$ cat config.mk
export PLATFORM = sky130hd
export DESIGN_NAME = mod_counter_ctrl
export DESIGN_NICKNAME = d
export VERILOG_FILES = /design/src/rtl/mod_counter_ctrl.sv
export SDC_FILE = /design/constraint.sdc
export NUM_CORES = 1
export LEC_CHECK = 0
export ABC_AREA = 1
export CORE_MARGIN = 2
export CORE_UTILIZATION = 50
export CTS_CLUSTER_DIAMETER = 80
export DETAILED_ROUTE_END_ITERATION = 8
export GPL_TIMING_DRIVEN = 0
export HOLD_SLACK_MARGIN = 0.12
export PLACE_DENSITY = 0.76
export SYNTH_ARGS = -nofsm -noshare
export SYNTH_HDL_FRONTEND = slang
export SYNTH_SLANG_ARGS = --single-unit
$ cat constraint.sdc
create_clock -name clk -period 2.7 [get_ports clk]
set_input_delay 0.27 -clock clk [delete_from_list [all_inputs] [get_ports clk]]
set_output_delay 0.27 -clock clk [all_outputs]
set_load 0.1 [all_outputs]
$ cat src/rtl/mod_counter_ctrl.sv
// Programmable modulo-M counter that runs R full wraps per accepted start, with pause/stop control.
// Latency: start accepted on edge N -> RUN from edge N; done pulses M*R edges later; tc is combinational.
// Backpressure: pause freezes count/rep_cnt in HOLD; stop aborts to IDLE; start is ignored while active.
module mod_counter_ctrl #(
   parameter int MOD_W = 8,
   parameter int REP_W = 8
) (
   input  logic             clk,
   input  logic             rst_n,
   input  logic             start,
   input  logic             stop,
   input  logic             pause,
   input  logic [MOD_W-1:0] modulus,
   input  logic [REP_W-1:0] reps,
   output logic [MOD_W-1:0] count,
   output logic [REP_W-1:0] rep_cnt,
   output logic             tc,
   output logic             busy,
   output logic             paused,
   output logic             done,
   output logic             err
);

   typedef enum logic [1:0] {
      IDLE = 2'd0,
      RUN  = 2'd1,
      HOLD = 2'd2,
      DONE = 2'd3
   } state_t;

   localparam logic [MOD_W-1:0] MOD_ONE = MOD_W'(1);
   localparam logic [REP_W-1:0] REP_ONE = REP_W'(1);

   state_t           state, state_nx;
   logic [MOD_W-1:0] m_lat, m_nx;
   logic [REP_W-1:0] r_lat, r_nx;
   logic [MOD_W-1:0] count_nx;
   logic [REP_W-1:0] rep_nx;
   logic             busy_nx, paused_nx, done_nx, err_nx;
   logic             last;

   // count sits on its final value; only meaningful while busy (m_lat >= 1 then)
   assign last = (count == (m_lat - MOD_ONE));

   // terminal count: an advancing cycle on which the counter wraps
   assign tc = busy & ~pause & ~stop & last;

   // State register and registered outputs; reset clears the latched run parameters too
   always_ff @(posedge clk or negedge rst_n) begin
      if (!rst_n) begin
         state   <= IDLE;
         count   <= '0;
         rep_cnt <= '0;
         m_lat   <= '0;
         r_lat   <= '0;
         busy    <= 1'b0;
         paused  <= 1'b0;
         done    <= 1'b0;
         err     <= 1'b0;
      end else begin
         state   <= state_nx;
         count   <= count_nx;
         rep_cnt <= rep_nx;
         m_lat   <= m_nx;
         r_lat   <= r_nx;
         busy    <= busy_nx;
         paused  <= paused_nx;
         done    <= done_nx;
         err     <= err_nx;
      end
   end

   // Next-state and next-output logic; stop outranks pause, pause outranks counting
   always_comb begin
      state_nx = state;
      count_nx = count;
      rep_nx   = rep_cnt;
      m_nx     = m_lat;
      r_nx     = r_lat;
      done_nx  = 1'b0;
      err_nx   = 1'b0;

      case (state)
         IDLE: begin
            if (start) begin
               if ((modulus != '0) && (reps != '0)) begin
                  m_nx     = modulus;
                  r_nx     = reps;
                  count_nx = '0;
                  rep_nx   = '0;
                  state_nx = RUN;
               end else begin
                  err_nx = 1'b1;
               end
            end
         end

         RUN, HOLD: begin
            if (stop) begin
               count_nx = '0;
               rep_nx   = '0;
               state_nx = IDLE;
            end else if (pause) begin
               state_nx = HOLD;
            end else begin
               state_nx = RUN;
               if (last) begin
                  count_nx = '0;
                  rep_nx   = rep_cnt + REP_ONE;
                  // final wrap of the run: rep_cnt lands on R, never past it
                  if (rep_cnt == (r_lat - REP_ONE)) begin
                     state_nx = DONE;
                     done_nx  = 1'b1;
                  end
               end else begin
                  count_nx = count + MOD_ONE;
               end
            end
         end

         DONE: begin
            state_nx = IDLE;
            if (stop) begin
               count_nx = '0;
               rep_nx   = '0;
            end
         end

         default: begin
            state_nx = IDLE;
            count_nx = '0;
            rep_nx   = '0;
         end
      endcase

      busy_nx   = (state_nx == RUN) || (state_nx == HOLD);
      paused_nx = (state_nx == HOLD);
   end

endmodule
Word-level counts from Yosys, hierarchy flattened:

Cells that the tools add are included.

* output and inout port bits: 21
* input bits: 21
* register bits after elaboration: 38

* mux-type cells: 26
* reduce and logical (&&, ||, !) cells: 9
* eq/ne operators: 12
* add/sub/neg operators: 4
* bitwise gates (word level): 5

Operators by type and width (count)
* $mux W8: 9
* $pmux W8 S3: 2
* $add A8 B1 Y8 const B: 2
* $eq A8 B8 Y1: 2
* $reduce_bool A8 Y1: 2
* $sub A8 B1 Y8 const B: 2
* $mux W2: 6
* $mux W1: 8
* $eq A2 B2 Y1 const B: 3
* $ne A2 B2 Y1 const B: 3
* $ne A3 B3 Y1 const B: 2
* $pmux W2 S3: 1
* $reduce_and A5 Y1: 1
* $eq A2 B1 Y1 const B: 2
* $reduce_and A4 Y1: 1
* $and A1 B1 Y1: 3
* $reduce_and A3 Y1: 1
* $logic_not A2 Y1: 1
* $not A1 Y1: 2
* $reduce_or A2 Y1: 1
* $logic_and A1 B1 Y1: 1
* $logic_or A1 B1 Y1: 1

Logic depth before layout (Yosys ltp):

Gate-level depths: netlist of run 1.

* depth after elaboration: 9
* gate-level depth with buffers: 18

Worst setup path after synthesis of run 1:

No wires, ideal clock.

* path type: register to output
* start point: reg count[4]
* end point: out tc
* setup slack: -0.432 ns
* data arrival time: 2.862 ns
* cell stages (with the launch flop): 8
* path buffers: 0
* cells stage by stage: dfrtp_1 -> or2_1 -> nand4_1 -> nand2_1 -> nand2_1 -> nor2_1 -> nand2_2 -> nor2_1

* word-level cells in the longest chain between the ends: 2

RTL lines
* start: declaration: RTL line 15 `output logic [MOD_W-1:0] count,`
* start signal: assignment: RTL line 62 `count <= count_nx;`
* $eq A8 B8 Y1: RTL line 43 `assign last = (count == (m_lat - MOD_ONE));`
* $and A1 B1 Y1: RTL line 46 `assign tc = busy & ~pause & ~stop & last;`
* end: declaration: RTL line 17 `output logic tc,`

No other way between the ends.

Final worst setup path of run 1:

* start point: reg m_lat[0]
* end point: out tc

* word-level cells in the longest chain between the ends: 3

RTL lines
* start: declaration: RTL line 35 `logic [MOD_W-1:0] m_lat, m_nx;`
* start signal: assignment: RTL line 64 `m_lat <= m_nx;`
* $sub A8 B1 Y8: RTL line 43
* $eq A8 B8 Y1: RTL line 43
* $and A1 B1 Y1: RTL line 46

No other way between the ends.

==> results of run 1 <==
-- logic make-up after synthesis --
logic type	Yosys count	share of synthesized area, %
AOI/OAI and AO/OA	24	4.89
and+or+nand+nor	225	40.2
buffers and inverters	55	8.68
muxes	3	1.36
xor gates and xnor gates	7	2.47
adders and majority gates	8	4.04
DFF	38	38.3
-- area by class of cell --
| cell class | instances | area, sq um | share of cell area, % |
|---|---|---|---|
| inverters | 50 | 188 | 6.13 |
| flip-flops and latches | 38 | 951 | 31.1 |
| repair buffers | 41 | 403 | 13.2 |
| clock buffers | 7 | 86.3 | 2.82 |
| multi-input cells | 267 | 1320 | 43.0 |
| plain buffers | 5 | 27.5 | 0.899 |
| clock inverters | 1 | 5.00 | 0.164 |
| well taps | 67 | 83.8 | 2.74 |
-- per-stage QoR --
stage	cell area, sq um	worst slack, ps	instances
2_1_floorplan	2480	31.2	360
3_3_place_gp	2980	-273	468
3_5_place_dp	2970	-297	468
4_1_cts	3060	94.4	476
5_1_grt	3060	6.98	476
6_report	3060	200	476
-- routing by layer --
layer | vias to the layer above | global-route usage [%] | routed length [um]
met5 | - | 0 | 0
met4 | 0 | 5.75 | 46
met3 | 5 | 3.93 | 203
met2 | 48 | 43.4 | 3120
met1 | 1119 | 28.4 | 2600
li1 | 1229 | - | -
-- worst max-delay path by stage --
stage	cells after the start	start	endpoint	slack, ps
2_1_floorplan	7	count[4]	tc	30
3_3_place_gp	14	m_lat[0]	tc	-270
3_5_place_dp	14	m_lat[0]	tc	-300
5_1_grt	14	m_lat[0]	tc	7
6_report	14	m_lat[0]	tc	200
4_1_cts	14	m_lat[0]	tc	90
-- flip-flops by register name (all words and copies together) (netlist names) --
signal,flops
count,8
done,1
rep_cnt,8
m_lat,8
r_lat,8
state,2
err,1
busy,1
paused,1
-- worst max-delay path, cell delays in order, from the launching register on --
cell and delay, ps:
dfrtp_1 460, inv_2 90, ha_1 270, inv_1 70
nand2_1 70, nand2_1 70, nand2_1 50, nand2_1 50
nand2_1 60, nor2_2 90, nand2_1 70, nor2_2 90
nand2_2 90, nor2_2 90, clkbuf_4 330
-- cells in the final DEF (no fill, tap or decap) --
master           count
nand2_1            108
inv_1               48
nor2_1              44
clkdlybuf4s50_1     39
dfrtp_1             38
nand3_1             31
o21ai_0             17
nand2_2             14
nand4_1              8
ha_1                 8
nor2_2               7
clkbuf_8             6
a21oi_1              5
xor2_1               4
nor3_1               4
nor4_1               4
clkbuf_1             4
xnor2_1              3
mux2_2               3
inv_2                2
nand2_4              2
buf_2                2
or2_1                1
o21ai_1              1
nand3b_1             1
buf_6                1
o22ai_1              1
nor2_4               1
clkinv_2             1
clkbuf_4             1
-- power by group through the flow --
stage          registers, mW  clock network [mW]  logic, mW
6_report               0.865               0.407       1.48
5_1_grt                0.885               0.437       1.68
4_1_cts                0.863               0.414       1.48
3_5_place_dp           0.874                   0       1.46
3_3_place_gp           0.870                   0       1.43
2_1_floorplan          0.991                   0       1.00
==> run metrics, run 1 <==
Worst EP arrival=around 2200 ps; fin nets=437; RSZ-0062 raised after global routing=no; antenna violations before repair=0; top cells by area, synth=dfrtp_1 38%, nand2_1 16%, inv_1 7.3%; placer congestion estimate=0.881; synthesized area per cell=6.89 sq um; IO buf count=around 40; DP HPWL=around 4500 um; setup bufs post-CTS=0; Yosys reg bits=38; Critical Path Start Type=flip-flop; fmax=400 MHz; DRC viols=0; Internal=1.42 mW; Die ar.=~5500 sq um; Worst-path clk slew=80 ps; die height=approximately 74 um; Starting Density=between 50% and 60%; Max Fanout on Critical Path=5; vias after detailed routing=between 2000 and 2500; final worst path period share=between 90% and 100%; Root Buffer=clkbuf_8; clk_lat worst skew=between 200 and 300 ps; Comb power frac=between 50% and 60%; hold slack=slightly above 90 ps; yosys synthesis warning count=0; Pins Over Slew Limit=0; CTS tree=yes; Max H-tree Level=2; number of core rows=25; maximum VDD drop=0.576 mV; Post-Synthesis Cells=between 300 and 400; Finished Core Util=between 60 and 70%; clock sinks=38; final hold viol count=0; Core Box Area=between 4000 and 5000 sq um; min cycle time layout=2500 ps; P&R area growth vs syn=23.4%; GRT Total Usage=23.5%; reg-to-reg slack, setup=approximately 500 ps; post-DR vias/cell=approximately 5.0; grt ovf=0; Fill cells=435; Reg power frac=31.4%; actual slew at the worst max-slew pin=981 ps; worst r2r src=m_lat[0]; worst endpoint required time=about 2400 ps; Post-synth top cells=108 x nand2_1, 48 x inv_1, 45 x nor2_1, 38 x dfrtp_1, 31 x nand3_1; drt pass-1 iters=4; WS Path Type=reg -> out; worst reg-to-reg path cell count=17; status=finished, final reports clean; count leader, synth=nand2_1; Synth top area share=a little under two fifths; FFs w/ async S/R, synth=100%; post-synth cell types=26; Sw Ratio=48.4%; CTS buffer count=5; Synth Net Count=approximately 400; largest net degree at the start of global routing=39; Ports=42; first-pass GRT wire length=10200 um; post-route ant nets=0; vias in the first global route=about 2400; max cap viols=0; PwrDens=roughly 900 nW/um^2; total negative slack=0 ps; clk buf depth=2; CP Capture Type=primary output; LEAKAGE=roughly 1.5 nW; final WL=5980 um; Clk pwr share=around 15%; worst min-delay path class=in -> async; Clock Skew=between 5 and 6 ps; hold_buf cts=0; DR iter-0 viols=about 110; routed len/inst=~13 um; overall power=~2.8 mW; Synth Cell Area=~2500 sq um; share of cells above drive strength 1=9.78%; # setup viols final=0; worst rel slew slack=34.4%; Worst R2R End=busy; cell accounting for the most synthesized area=dfrtp_1; EDFF count, synth=0; number of diodes=0; commonest register cell after synthesis=dfrtp_1; Net Switching=~1.3 mW; Die Width=74.4 um; register area share after synthesis=about two fifths; post-cts resize count=5
(Power assumes the default switching activity.)
==> run 2: changes to the inputs <==
--- a/config.mk
+++ b/config.mk
@@ -13,6 +13,7 @@
 export GPL_TIMING_DRIVEN = 0
 export HOLD_SLACK_MARGIN = 0.12
 export PLACE_DENSITY = 0.76
+export SLEW_MARGIN = 15
 export SYNTH_ARGS = -nofsm -noshare
 export SYNTH_HDL_FRONTEND = slang
 export SYNTH_SLANG_ARGS = --single-unit
==> run 2 against run 1 <==
Setup slack better by 28 ps. First-iteration DRC count is 36% higher. Critical path depth stayed put. Fmax is 1.1% higher. Global-route usage is 0.18 points higher. Worst hold slack better by 380 ps. Power hardly changed. Utilization is 0.68 points higher. Sequential power hardly changed. Register-to-register slack better by 40 ps. Largest power group unchanged.
==> run metrics, run 2 (synthesis results as in run 1) <==
status=finished, final reports clean; maximum VDD drop=0.585 mV; Worst EP arrival=approximately 2200 ps; DR iter-0 viols=approximately 160; IO buf count=41; M3 GR Usage=~5.4%; number of diodes=0; fin area=3090 sq um; vias in the first global route=between 2000 and 2500; worst min-delay path class=in -> async; worst reg-to-reg path cell count=18; P&R area growth vs syn=24.7%; met2 Usage GRT=approximately 41%; final hold viol count=0; routed len/inst=about 12 um; hold slack=between 400 and 500 ps; min cycle time layout=2470 ps; placer congestion estimate=0.881; GR peak layer=met2; first-pass GRT wire length=~10000 um; GRT Total Usage=about a quarter; Clock Skew=around 16 ps; largest net degree at the start of global routing=21; critical path's top delay family=simple AND/OR/NAND/NOR gates; Worst-path clk slew=80 ps; DP HPWL=about 4500 um; CTS tree=yes; Starting Density=a little over half; worst rel slew slack=a little over a third; actual slew at the worst max-slew pin=about 1000 ps; Die ar.=5540 sq um; clk buf depth=2; # setup viols final=0; number of core rows=25; CTS buffer count=5; Core Box Area=~4800 sq um; setup bufs post-CTS=0; drt pass-1 iters=4; reg-to-reg slack, setup=540 ps; post-DR vias/cell=5.02; WP buf/inv=3; RSZ-0062 raised after global routing=no; Most Frequent Cell on Critical Path=nand2_1; DRC viols=0; clk_lat worst skew=slightly above 300 ps; Pins Over Slew Limit=0; Max stage delay on crit path=between 400 and 500 ps; CP Capture Type=primary output; clock sinks=38; commonest cells after routing, fill and taps aside=108 x nand2_1, 48 x inv_1, 44 x nor2_1, 39 x clkdlybuf4s50_1, 38 x dfrtp_1; Max Fanout on Critical Path=5; share of cells above drive strength 1=9.98%; Crit-path slowest cell=dfrtp_1; worst endpoint required time=2430 ps; Non-Filler Instances=about 480; post-route ant nets=0; die height=approximately 74 um; Worst R2R End=busy; WS Path Type=reg -> out; dpl cell area=about 3000 sq um; met1 Track Usage GR=28.8%; worst r2r src=r_lat[0]; max cap viols=0; Ports=42; fin nets=between 400 and 500; final WL=around 5800 um; grt ovf=0; fmax=between 400 and 500 MHz; Critical Path Start Type=flip-flop; most common cell after layout, fill and taps aside=nand2_1; Cell Chain, Critical Path=inv_2, ha_1, inv_1, nand2_1, nand2_1, nand2_1, nand2_1, nand2_1, nor2_2, nand2_1, nor2_2, nand2_2, nor2_2, buf_4; antenna violations before repair=0; dpl cells=~470; vias after detailed routing=around 2400; LEAKAGE=1.52 nW; PwrDens=between 800 and 900 nW/um^2; Die Width=between 70 and 80 um; Root Buffer=clkbuf_8; overall power=around 2.8 mW; Max H-tree Level=2; final worst path period share=91.6%
## run 2: changes by cell type in the layout (fill, tap and decap cells not counted)
cell,previous run,this run
clkbuf_4,1,0
dlygate4sd3_1,0,1
buf_16,0,1
clkinv_4,0,1
buf_4,0,1
clkbuf_8,6,5
## run 2: through the flow
stage | setup WS, ps | TNS (ps) | utilization, %
5_1_grt | 30.3 | 0 | 65.1
6_report | 227 | 0 | 65.1
2_1_floorplan | 31.2 | 0 | -
3_3_place_gp | -273 | -273 | 62.6
4_1_cts | 76.7 | 0 | 65.0
3_5_place_dp | -290 | -290 | 63.1
## run 2: how the worst max path moves through the flow
stage                     endpoint  cells after the start  slack (ps)  startpoint
final                           tc                     14         230    m_lat[0]
after global routing            tc                     14          30    m_lat[0]
after CTS                       tc                     14          80    m_lat[0]
after detailed placement        tc                     14        -290    m_lat[0]
after global placement          tc                     14        -270    m_lat[0]
after floorplan                 tc                      7          30    count[4]
## run 2: area by class of cell
| class | instances | area (sq um) |
|---|---|---|
| clock buffer | 6 | 72.6 |
| buffer | 5 | 27.5 |
| timing repair buffer | 43 | 440 |
| sequential | 38 | 951 |
| tap | 67 | 83.8 |
| fill | 413 | 1660 |
| inverter | 50 | 188 |
| multi-input combinational | 267 | 1320 |
| clock inverter | 2 | 13.8 |
## run 2: repair_timing
action                                  CTS  global route
endpoints found under the setup margin    1             1
hold buffers                              1             0
endpoints found under the hold margin    19             0
gates resized for setup                   5             2
## run 2: routing by layer
metal | vias up | wire [um]
met5 | - | 0
met1 | 1109 | 2580
met4 | 0 | 80
li1 | 1227 | -
met2 | 54 | 2940
met3 | 8 | 241
## run 2: where the power goes
part	internal [mW]	switching [mW]	leakage [nW]
registers	0.721	0.144	0.497
clock network	0.182	0.222	0.0452
logic	0.498	0.984	0.983
